===== src/rtl/mem_access_unit_pkg.sv =====
// Shared load/store constants and helpers for the memory-access stage.
// XLEN falls back to 32 when the build does not define it.
`ifndef XLEN
`define XLEN 32
`endif

package mem_access_unit_pkg;

  localparam logic [2:0] F3_LB  = 3'b000;
  localparam logic [2:0] F3_LH  = 3'b001;
  localparam logic [2:0] F3_LW  = 3'b010;
  localparam logic [2:0] F3_LD  = 3'b011;
  localparam logic [2:0] F3_LBU = 3'b100;
  localparam logic [2:0] F3_LHU = 3'b101;
  localparam logic [2:0] F3_LWU = 3'b110;

  localparam logic [2:0] F3_SB  = 3'b000;
  localparam logic [2:0] F3_SH  = 3'b001;
  localparam logic [2:0] F3_SW  = 3'b010;
  localparam logic [2:0] F3_SD  = 3'b011;

  typedef enum logic [1:0] {ST_IDLE, ST_REQ, ST_WAIT, ST_DONE} mau_state_e;
  typedef enum logic [1:0] {SZ_B, SZ_H, SZ_W, SZ_D} acc_size_e;

  // Doubleword encodings cannot reach a 32-bit core; fold them onto word.
  function automatic acc_size_e eff_size(input logic [2:0] f3, input int xlen);
    if (f3[1:0] == 2'b11 && xlen == 32) return SZ_W;
    return acc_size_e'(f3[1:0]);
  endfunction

endpackage


===== src/rtl/mem_access_unit_if.sv =====
// Single-outstanding data-memory request channel plus response channel.
`ifndef XLEN
`define XLEN 32
`endif

interface mem_access_unit_if #(parameter int XLEN = `XLEN);
  logic              req_valid;
  logic              req_ready;
  logic              req_we;
  logic [XLEN-1:0]   req_addr;
  logic [XLEN-1:0]   req_wdata;
  logic [XLEN/8-1:0] req_wstrb;
  logic              rsp_valid;
  logic [XLEN-1:0]   rsp_rdata;

  modport master (
    output req_valid, req_we, req_addr, req_wdata, req_wstrb,
    input  req_ready, rsp_valid, rsp_rdata
  );

  modport slave (
    input  req_valid, req_we, req_addr, req_wdata, req_wstrb,
    output req_ready, rsp_valid, rsp_rdata
  );
endinterface


===== src/rtl/mem_access_unit_load_extend.sv =====
// Load data extraction: shift the addressed lane down and sign/zero extend.
// Purely combinational; no backpressure.
module load_extend
  import mem_access_unit_pkg::*;
#(
  parameter int XLEN = `XLEN
) (
  input  logic [XLEN-1:0]           rdata,
  input  logic [$clog2(XLEN/8)-1:0] offset,
  input  logic [2:0]                funct3,
  output logic [XLEN-1:0]           data
);

  logic [XLEN-1:0] shifted;

  always_comb begin
    shifted = rdata >> {offset, 3'b000};
    data    = shifted;
    case (funct3)
      F3_LB:  data = XLEN'($signed(shifted[7:0]));
      F3_LBU: data = XLEN'(shifted[7:0]);
      F3_LH:  data = XLEN'($signed(shifted[15:0]));
      F3_LHU: data = XLEN'(shifted[15:0]);
      // Word loads only extend when the register is wider than a word.
      F3_LW:  if (XLEN == 64) data = XLEN'($signed(shifted[31:0]));
      F3_LWU: if (XLEN == 64) data = XLEN'(shifted[31:0]);
      default: data = shifted;
    endcase
  end

endmodule


===== src/rtl/mem_access_unit.sv =====
// Memory-stage load/store engine: one access at a time, 4 cycles minimum.
// Holds the pipeline until the response lands; stalls on req_ready/rsp_valid.
`ifndef XLEN
`define XLEN 32
`endif

module mem_access_unit
  import mem_access_unit_pkg::*;
#(
  parameter int XLEN = `XLEN
) (
  input  logic             clk,
  input  logic             reset_n,
  input  logic             valid_in,
  input  logic             mem_read_in,
  input  logic             mem_write_in,
  input  logic [2:0]       funct3_in,
  input  logic [XLEN-1:0]  addr_in,
  input  logic [XLEN-1:0]  wdata_in,
  output logic             hold,
  output logic [XLEN-1:0]  load_data,
  output logic             load_done,
  output logic             ld_misaligned,
  output logic             st_misaligned,
  mem_access_unit_if.master mem
);

  localparam int NB   = XLEN / 8;
  localparam int OFFW = $clog2(NB);

  mau_state_e      state;
  logic [2:0]      f3_q;
  logic [OFFW-1:0] off_q;
  logic            is_load_q;
  logic [XLEN-1:0] ext_data;

  acc_size_e       size;
  logic [OFFW-1:0] off;
  logic            access;
  logic            misaligned;
  logic            access_ok;
  logic [XLEN-1:0] st_data;
  logic [NB-1:0]   st_mask;
  logic [NB-1:0]   st_strb;

  always_comb begin
    size   = eff_size(funct3_in, XLEN);
    off    = addr_in[OFFW-1:0];
    access = valid_in & (mem_read_in | mem_write_in);
    case (size)
      SZ_B:    misaligned = 1'b0;
      SZ_H:    misaligned = addr_in[0];
      SZ_W:    misaligned = |addr_in[1:0];
      default: misaligned = |addr_in[2:0];
    endcase
    access_ok     = access & ~misaligned;
    ld_misaligned = valid_in & mem_read_in & misaligned;
    st_misaligned = valid_in & mem_write_in & ~mem_read_in & misaligned;
    hold = ((state == ST_IDLE) & access_ok) | (state == ST_REQ) | (state == ST_WAIT);
  end

  // Store data is replicated so every lane the strobe may select carries it.
  always_comb begin
    st_data = wdata_in;
    st_mask = '0;
    case (size)
      SZ_B: begin
        st_data = {NB{wdata_in[7:0]}};
        st_mask = NB'(1);
      end
      SZ_H: begin
        st_data = {(NB/2){wdata_in[15:0]}};
        st_mask = NB'(3);
      end
      SZ_W: begin
        st_data = {(NB/4){wdata_in[31:0]}};
        st_mask = NB'(15);
      end
      default: begin
        st_data = wdata_in;
        st_mask = '1;
      end
    endcase
    st_strb = st_mask << off;
  end

  load_extend #(.XLEN(XLEN)) u_load_extend (
    .rdata  (mem.rsp_rdata),
    .offset (off_q),
    .funct3 (f3_q),
    .data   (ext_data)
  );

  always_ff @(posedge clk or negedge reset_n) begin
    if (!reset_n) begin
      state         <= ST_IDLE;
      mem.req_valid <= 1'b0;
      mem.req_we    <= 1'b0;
      mem.req_addr  <= '0;
      mem.req_wdata <= '0;
      mem.req_wstrb <= '0;
      f3_q          <= '0;
      off_q         <= '0;
      is_load_q     <= 1'b0;
      load_data     <= '0;
      load_done     <= 1'b0;
    end else begin
      case (state)
        ST_IDLE: begin
          if (access_ok) begin
            mem.req_valid <= 1'b1;
            mem.req_we    <= ~mem_read_in;
            mem.req_addr  <= {addr_in[XLEN-1:OFFW], {OFFW{1'b0}}};
            mem.req_wdata <= mem_read_in ? '0 : st_data;
            mem.req_wstrb <= mem_read_in ? '0 : st_strb;
            f3_q          <= funct3_in;
            off_q         <= off;
            is_load_q     <= mem_read_in;
            state         <= ST_REQ;
          end
        end
        ST_REQ: begin
          if (mem.req_ready) begin
            mem.req_valid <= 1'b0;
            state         <= ST_WAIT;
          end
        end
        ST_WAIT: begin
          if (mem.rsp_valid) begin
            if (is_load_q) load_data <= ext_data;
            load_done <= is_load_q;
            state     <= ST_DONE;
          end
        end
        default: begin
          // Pipeline advances this cycle, so inputs are not examined here.
          load_done <= 1'b0;
          state     <= ST_IDLE;
        end
      endcase
    end
  end

endmodule


===== src/flat_wrapper.sv =====
// flat-port wrapper written by rule: the top's interface ports become plain ports
module mem_access_unit_flat import mem_access_unit_pkg::*;
#(
  parameter int XLEN = `XLEN
)
  (clk, reset_n, valid_in, mem_read_in, mem_write_in, funct3_in, addr_in, wdata_in, hold, load_data, load_done, ld_misaligned, st_misaligned, mem_req_valid, mem_req_we, mem_req_addr, mem_req_wdata, mem_req_wstrb, mem_req_ready, mem_rsp_valid, mem_rsp_rdata);
  mem_access_unit_if #(.XLEN(XLEN)) mem_i ();
  input  logic clk;
  input  logic reset_n;
  input  logic valid_in;
  input  logic mem_read_in;
  input  logic mem_write_in;
  input  logic [2:0] funct3_in;
  input  logic [XLEN-1:0] addr_in;
  input  logic [XLEN-1:0] wdata_in;
  output logic hold;
  output logic [XLEN-1:0] load_data;
  output logic load_done;
  output logic ld_misaligned;
  output logic st_misaligned;
  output wire logic [$bits(mem_i.req_valid)-1:0] mem_req_valid;
  output wire logic [$bits(mem_i.req_we)-1:0] mem_req_we;
  output wire logic [$bits(mem_i.req_addr)-1:0] mem_req_addr;
  output wire logic [$bits(mem_i.req_wdata)-1:0] mem_req_wdata;
  output wire logic [$bits(mem_i.req_wstrb)-1:0] mem_req_wstrb;
  input wire logic [$bits(mem_i.req_ready)-1:0] mem_req_ready;
  input wire logic [$bits(mem_i.rsp_valid)-1:0] mem_rsp_valid;
  input wire logic [$bits(mem_i.rsp_rdata)-1:0] mem_rsp_rdata;
  assign mem_req_valid = mem_i.req_valid;
  assign mem_req_we = mem_i.req_we;
  assign mem_req_addr = mem_i.req_addr;
  assign mem_req_wdata = mem_i.req_wdata;
  assign mem_req_wstrb = mem_i.req_wstrb;
  assign mem_i.req_ready = mem_req_ready;
  assign mem_i.rsp_valid = mem_rsp_valid;
  assign mem_i.rsp_rdata = mem_rsp_rdata;
  mem_access_unit #(.XLEN(XLEN)) u_core (.clk(clk), .reset_n(reset_n), .valid_in(valid_in), .mem_read_in(mem_read_in), .mem_write_in(mem_write_in), .funct3_in(funct3_in), .addr_in(addr_in), .wdata_in(wdata_in), .hold(hold), .load_data(load_data), .load_done(load_done), .ld_misaligned(ld_misaligned), .st_misaligned(st_misaligned), .mem(mem_i));
endmodule

===== config.mk =====
export PLATFORM = sky130hd
export DESIGN_NAME = mem_access_unit_flat
export DESIGN_NICKNAME = d
export VERILOG_FILES = /design/src/rtl/mem_access_unit_pkg.sv /design/src/rtl/mem_access_unit_if.sv /design/src/rtl/mem_access_unit_load_extend.sv /design/src/rtl/mem_access_unit.sv /design/src/flat_wrapper.sv
export SDC_FILE = /design/constraint.sdc
export NUM_CORES = 1
export LEC_CHECK = 0
export ABC_AREA = 1
export CORE_UTILIZATION = 35
export DETAILED_ROUTE_END_ITERATION = 7
export PLACE_DENSITY = 0.77
export REMOVE_ABC_BUFFERS = 1
export SYNTH_ARGS = -nofsm -noshare
export SYNTH_HDL_FRONTEND = slang
export SYNTH_SLANG_ARGS = --single-unit

===== constraint.sdc =====
create_clock -name clk -period 2.3 [get_ports clk]
set_input_delay 0.46 -clock clk [delete_from_list [all_inputs] [get_ports clk]]
set_output_delay 0.46 -clock clk [all_outputs]
set_load 0.02 [all_outputs]

==> metrics.md, run 1 <==
| Metric | Value |
|---|---|
| Die Ht | `127 um` |
| # DRC | `0` |
| Slew of the pin with the lowest slew margin | `651 ps` |
| Die area | `16100 um2` |
| Net Sw Power | `4.31 mW` |
| Mapped Avg Cell Area | `7.66 um2` |
| Nets | `1031` |
| RSZ-0062 raised after global routing | `no` |
| M3 GR Usage | `6.87%` |
| Crit end category | `primary output` |
| Detailed placer's ending HPWL | `11800 um` |
| Mapped Cells | `714` |
| Worst Skew | `9.13 ps` |
| # IOs | `212` |
| Initial core utilization | `36.0%` |
| Slew HR | `56.6%` |
| Worst R2R End | `u_core.mem.req_wdata[9]` |
| Detail Route Antenna Nets | `0` |
| GRT overflow | `0` |
| Placed Cells | `1098` |
| Clock buffer depth | `2` |
| Share of cells above drive strength 1 | `9.95%` |
| Achievable frequency | `0.455 GHz` |
| Chip width | `127 um` |
| Peak supply drop | `585 uV` |
| Tot GR Track Use | `20.9%` |
| Final WL | `16200 um` |
| Post-synthesis register bit count | `109` |
| Sequential share of power | `32.0%` |
| Final Slew Violations | `0` |
| Cell leakage power | `3.96 nW` |
| Cell internal pwr | `6.17 mW` |
| R2r startpoint | `u_core.state[0]` |
| H-Tree Level Count | `3` |
| Initial antenna violation count | `0` |
| CTS Buf Count | `9` |
| Clk root buf | `clkbuf_16` |
| Clock power share | `15.4%` |
| Switching share of power | `41.1%` |
| R2R setup slack | `490 ps` |
| Clock slew at reported path FFs | `70 ps` |
| Global-route wire length before repair | `26100 um` |
| GRT busiest layer | `met2` |
| Worst-Skew Late Latency | `360 ps` |
| Vias per cell | `4.78` |
| Largest net degree at the start of global routing | `110` |
| CP arrival | `1740 ps` |
| Met2 usage | `33.7%` |
| Worst min path class | `input port to async pin` |
| Clock sinks | `109` |
| Crit path from | `addr_in[0]` |
| MaxCap Viol Count | `0` |
| CP Max Fanout | `4` |
| Power Density | `1300 nW/um2` |
| Worst reg2reg path depth | `8` |
| Routability cong. | `0.864` |
| # setup viols final | `0` |
| Distinct cells, synth | `25` |
| Vias in the first global route | `5155` |
| Synth Cell Area | `5470 um2` |
| Layout area overhead | `47.4%` |
| M1 GR Usage | `25.5%` |
| DR pass1 iterations | `5` |
| Core ar. | `15200 um2` |
| TritonCTS clock tree | `done` |
| Post-Layout Cell Count | `1113` |
| # rows | `45` |
| Comb pwr share | `52.6%` |
| Cts hold-fix bufs | `0` |
| Design Power | `10.5 mW` |
| Sequential-to-total area share from yosys stat | `49.9%` |
| DR iter-0 viols | `270` |
| Min cycle time layout | `2200 ps` |
| ANT cells | `0` |
| Fin crit share | `95.5%` |
| Wire per inst | `14.6 um` |
| Ys Warns | `0` |
| Vias | `5321` |
| Critical path launch point type | `input port` |
| Buffers added on ports | `209` |
| Critical path class | `input port to primary output` |
| CP required | `1840 ps` |
| Hold Violations, Final | `0` |
| Status | `completed` |
| Worst hold slack | `115 ps` |
## cell type report
class	count	area, um2
Clock buffer	11	243
Clock inverter	4	56.3
Fill cell	1437	7140
Inverter	51	191
Multi-Input combinational cell	517	2320
Sequential cell	109	2730
Tap cell	188	235
Timing Repair Buffer	233	2290
## how the worst max path moves through the flow
stage,end,slack (ps),cells after the start
after floorplan,u_core.mem.req_wdata[10],-1180,7
after global placement,st_misaligned,-250,6
after detailed placement,st_misaligned,-280,6
after CTS,st_misaligned,20,6
after global routing,hold,10,7
final,hold,100,7
## worst max-delay path, stage by stage
cell and delay (ps):
clkdlybuf4s50_1 460, nand2_1 90, nand2_1 70, nand2_2 160, nand3_2 110, nand3_1 80, clkdlybuf4s15_1 310
## kinds of logic after synthesis
family / count (synthesis) / synth area share, %
flip-flops: 109 / 49.9
adder cells (fa/ha/maj): 4 / 0.915
AO/OA/AOI/OAI: 75 / 8.10
multiplexers: 1 / 0.183
AND/OR/NAND/NOR: 435 / 33.1
other: 1 / 0.0685
buffers and inverters: 89 / 7.80
## layer usage
metal,part of all wire [%],routed length (um)
met3,10,1640
met1,42,6740
met5,0,0
met2,46,7420
met4,2.6,420
## state kept, by name, summed over array words and instances, names as in the netlist
| register | flops |
|---|---|
| u_core.f3_q | 3 |
| u_core.mem.req_wstrb | 4 |
| u_core.mem.req_we | 1 |
| u_core.off_q | 2 |
| u_core.state | 2 |
| u_core.load_data | 32 |
| u_core.load_done | 1 |
| u_core.is_load_q | 1 |
| u_core.mem.req_addr | 30 |
| u_core.mem.req_wdata | 32 |
| u_core.mem.req_valid | 1 |
## cells in the final DEF, fill, tap and decap left out, types with 2 or more instances in the layout
| master | count |
|---|---|
| nand2_1 | 304 |
| clkdlybuf4s50_1 | 205 |
| dfrtp_1 | 109 |
| nand3_1 | 49 |
| inv_1 | 46 |
| o21ai_0 | 43 |
| nor2_1 | 41 |
| or2_2 | 30 |
| buf_4 | 22 |
| o21ai_2 | 10 |
| a21oi_1 | 10 |
| o211ai_1 | 10 |
| clkbuf_16 | 9 |
| inv_2 | 5 |
| ha_1 | 4 |
| nand3_2 | 3 |
| nand2_2 | 2 |
| nor3_1 | 2 |
| nand4_1 | 2 |
| o21a_1 | 2 |
| conb_1 | 2 |
| clkinv_4 | 2 |
| buf_12 | 2 |
## per-stage QoR
stage / instance area (um2) / worst slack [ps] / TNS (ps) / utilization [%]
floorplan: 5240 / -1180 / -51110 / -
global placement: 7770 / -255 / -3680 / 51.1
detailed placement: 7770 / -277 / -5350 / 51.1
CTS: 8070 / 22.7 / 0 / 53.1
global route: 8070 / 9.98 / 0 / 53.1
finish: 8070 / 104 / 0 / 53.1
## synth_stat cells
| library cell | n | area [um2] |
|---|---|---|
| nand2_1 | 304 | 1140 |
| dfrtp_1 | 109 | 2730 |
| nand3_1 | 49 | 245 |
| inv_1 | 46 | 173 |
| o21ai_0 | 43 | 215 |
| nor2_1 | 41 | 154 |
| or2_2 | 30 | 188 |
| buf_4 | 13 | 97.6 |
| buf_2 | 11 | 55.1 |
| a21oi_1 | 10 | 50.1 |
| clkbuf_1 | 10 | 37.5 |
| o211ai_1 | 10 | 75.1 |
| o21ai_2 | 10 | 87.6 |
| inv_2 | 5 | 18.8 |
| buf_6 | 4 | 45.0 |
| ha_1 | 4 | 50.1 |
| nand3_2 | 3 | 30.0 |
| nand2_2 | 2 | 12.5 |
| nand4_1 | 2 | 12.5 |
| nor3_1 | 2 | 10.0 |
| o21a_1 | 2 | 15.0 |
| conb_1 | 1 | 3.75 |
| mux2i_1 | 1 | 10.0 |
| nor2_2 | 1 | 6.26 |
| nor2_4 | 1 | 11.3 |
## power by group through the flow
| stage | clock, mW | sequential [mW] | combinational [mW] |
|---|---|---|---|
| 2_1_floorplan | 0 | 4.34 | 1.92 |
| 3_3_place_gp | 0 | 3.36 | 5.47 |
| 3_5_place_dp | 0 | 3.37 | 5.54 |
| 4_1_cts | 1.65 | 3.36 | 5.56 |
| 5_1_grt | 1.72 | 3.46 | 6.03 |
| 6_report | 1.61 | 3.35 | 5.51 |
## what timing repair did
item,4_1_cts,5_1_grt
setup buffers,0,0
cloned,0,0
resized for setup,3,5
endpoints found under the setup margin,3,4
pin swaps,0,0
Note: power is estimated with default switching activity, not from simulation.
==> inputs of run 2 (changes only) <==
CAP_MARGIN = 20   (was not set)
CORE_ASPECT_RATIO = 1.75   (was not set)
==> run 2 against run 1 <==
Cell area is 0.40% higher. Cell count decreased by 0.27%. Count of clock-buffer cells in the layout decreased by 2. Critical path type unchanged. Largest cell class unchanged. Highest routed layer unchanged.
==> metrics.md, run 2 (synthesized netlist as in run 1, its figures left out) <==
| Metric | Value |
|---|---|
| Cell internal pwr | `6.19 mW (+0.22%)` |
| Clock power share | `15.5% (about the same)` |
| Delay of the slowest critical-path stage | `530 ps (+70 ps)` |
| Min cycle time layout | `2190 ps (-8.93 ps)` |
| Cell leakage power | `3.97 nW (+0.31%)` |
| Share of cells above drive strength 1 | `9.85% (-0.097 points)` |
| Achievable frequency | `0.457 GHz (+0.41%)` |
| Detail Route Antenna Nets | `0 (unchanged)` |
| Clock sinks | `109 (unchanged)` |
| Initial antenna violation count | `0 (unchanged)` |
| WP depth | `6 (-1)` |
| Sequential share of power | `31.1% (-0.9 points)` |
| H-Tree Level Count | `3 (unchanged)` |
| Crit path buffers/inverters | `3 (+1)` |
| Placed Cells | `1094 (-0.36%)` |
| Wire per inst | `14.5 um (-0.58%)` |
| Clock buffer depth | `2 (unchanged)` |
| Comb pwr share | `53.3% (+0.7 points)` |
| Layout fillers | `1463 (+1.8%)` |
| CP cell instances | `clkdlybuf4s50_1, inv_1, nand2_1, nand2_2, nor3_1, dlygate4sd2_1` |
| Tot GR Track Use | `20.3% (-0.56 points)` |
| ANT cells | `0 (unchanged)` |
| Peak supply drop | `623 uV (+6.6%)` |
| CP required | `1840 ps (about the same)` |
| Net Sw Power | `4.35 mW (+0.91%)` |
| Clock slew at reported path FFs | `80 ps (about the same)` |
| Final Slew Violations | `0 (unchanged)` |
| Commonest cells after routing, fill and taps aside | `304 x nand2_1, 205 x clkdlybuf4s50_1, 109 x dfrtp_1` |
| # rows | `60 (+33%)` |
| Crit path from | `funct3_in[1]` |
| Vias in the first global route | `5249 (+1.8%)` |
| Sequential cell area | `2730 um2 (unchanged)` |
| CTS Buf Count | `9 (unchanged)` |
| Layout area overhead | `48.0%` |
| Hold Violations, Final | `0 (unchanged)` |
| DR iter-0 viols | `265 (-1.9%)` |
| Cts hold-fix bufs | `0 (unchanged)` |
| CP max stage cell | `clkdlybuf4s50_1` |
| CP arrival | `1730 ps (about the same)` |
| Die area | `16200 um2 (+0.12%)` |
| Routability cong. | `0.862 (-0.17%)` |
| Worst reg2reg path depth | `8 (unchanged)` |
| RSZ-0062 raised after global routing | `no` |
| Area of the multi-input gates | `2320 um2 (unchanged)` |
| Status | `completed` |
| Power Density | `1300 nW/um2 (+0.10%)` |
| Commonest non-fill, non-tap cell in the layout | `nand2_1` |
| Switching share of power | `41.3% (+0.17 points)` |
| Global-route wire length before repair | `25500 um (-2.3%)` |
| Buffers added on ports | `209 (unchanged)` |
| R2R setup slack | `570 ps (+80 ps)` |
| R2r startpoint | `u_core.state[0]` |
| # IOs | `212 (unchanged)` |
| Die Ht | `167 um (+32%)` |
| CP delay by family, top | `buffers and inverters` |
| Worst R2R End | `u_core.load_data[22]` |
| Nets | `1029 (-0.19%)` |
| Clk root buf | `clkbuf_16` |
| Largest net degree at the start of global routing | `68 (-38%)` |
| Vias | `5349 (+0.53%)` |
| DR pass1 iterations | `5 (unchanged)` |
| Crit end category | `primary output` |
| Post-Layout Cell Count | `1110 (-0.27%)` |
| Worst-Skew Late Latency | `340 ps (-20 ps)` |
| Worst min path class | `input port to async pin` |
| MaxCap Viol Count | `0 (unchanged)` |
| Fin crit share | `95.1% (-0.39 points)` |
| Vias per cell | `4.82 (+0.80%)` |
| Top flop regs | `u_core.load_data (32), u_core.mem.req_wdata (32), u_core.mem.req_addr (30)` |
| Design Power | `10.5 mW (+0.51%)` |
| GRT overflow | `0 (unchanged)` |
| Core ar. | `15300 um2 (+0.74%)` |
| Initial core utilization | `35.7% (-0.26 points)` |
| Worst Skew | `11.2 ps (+2.09 ps)` |
| Final WL | `16100 um (-0.85%)` |
| TritonCTS clock tree | `done` |
| # setup viols final | `0 (unchanged)` |
| Worst Setup EP | `st_misaligned` |
| CP Max Fanout | `4 (unchanged)` |
| Chip width | `96.5 um (-24%)` |
| Critical path class | `input port to primary output` |
| Detailed placer's ending HPWL | `12000 um (+2.1%)` |
| # DRC | `0 (unchanged)` |
| Critical path launch point type | `input port` |
-- run 2: cell type report --
class	instances	area share, %
sequential	109	33.7
multi-input combinational	517	28.7
timing repair buffer	231	28.6
tap	186	2.87
clock buffer	9	2.78
inverter	51	2.36
clock inverter	7	1.08
-- run 2: worst min-delay path by stage --
stage / endpoint / startpoint / cells after the start
floorplan: u_core.f3_q[0] / reset_n / 0
global placement: u_core.mem.req_addr[25] / reset_n / 1
detailed placement: u_core.mem.req_addr[8] / reset_n / 1
CTS: u_core.mem.req_addr[30] / reset_n / 1
global route: u_core.mem.req_addr[8] / reset_n / 1
finish: u_core.mem.req_addr[27] / reset_n / 1
-- run 2: worst register-to-register path: cells and delay by family, from the launching register on --
family	cells	cell delay [ps]
AND/OR/NAND/NOR	3	600
flip-flops	1	400
adder cells (fa/ha/maj)	1	220
buffers and inverters	4	410
-- run 2: what timing repair did --
item	CTS	global route
endpoints found under the setup margin	3	0
buffers inserted	0	0
hold endpoints to repair	0	0
resized for setup	3	0
-- run 2: power groups by stage --
| stage | registers (mW) | logic (mW) | clock network, mW |
|---|---|---|---|
| after floorplan | 4.34 | 1.92 | 0 |
| after global placement | 3.30 | 5.59 | 0 |
| after detailed placement | 3.31 | 5.66 | 0 |
| after CTS | 3.29 | 5.67 | 1.70 |
| after global routing | 3.40 | 6.10 | 1.78 |
| final | 3.28 | 5.62 | 1.63 |
-- run 2: stage by stage --
stage / setup TNS (ps) / hold slack, ps / utilization [%] / setup slack, ps / area (um2)
detailed placement: -414 / 412 / 50.9 / -180 / 7790
global route: 0 / 34.5 / 52.9 / 24.5 / 8100
finish: 0 / 36.9 / 52.9 / 113 / 8100
global placement: -359 / 406 / 50.9 / -164 / 7790
floorplan: -51110 / 164 / - / -1180 / 5240
CTS: 0 / 32.9 / 52.9 / 108 / 8100
-- run 2: metal layers --
| metal | wire [um] | share of wire [%] | global-route usage [%] |
|---|---|---|---|
| met3 | 944 | 5.9 | 4.00 |
| met2 | 8410 | 52 | 36.5 |
| met1 | 6070 | 38 | 21.9 |
| met4 | 658 | 4.1 | 10.2 |
| met5 | 0 | 0 | 0 |
==> inputs of run 3 (changes only) <==
SKIP_LAST_GASP = 1   (was not set)
==> results of run 3 <==
No change in the layout: final DEF, timing and power equal those of run 2.
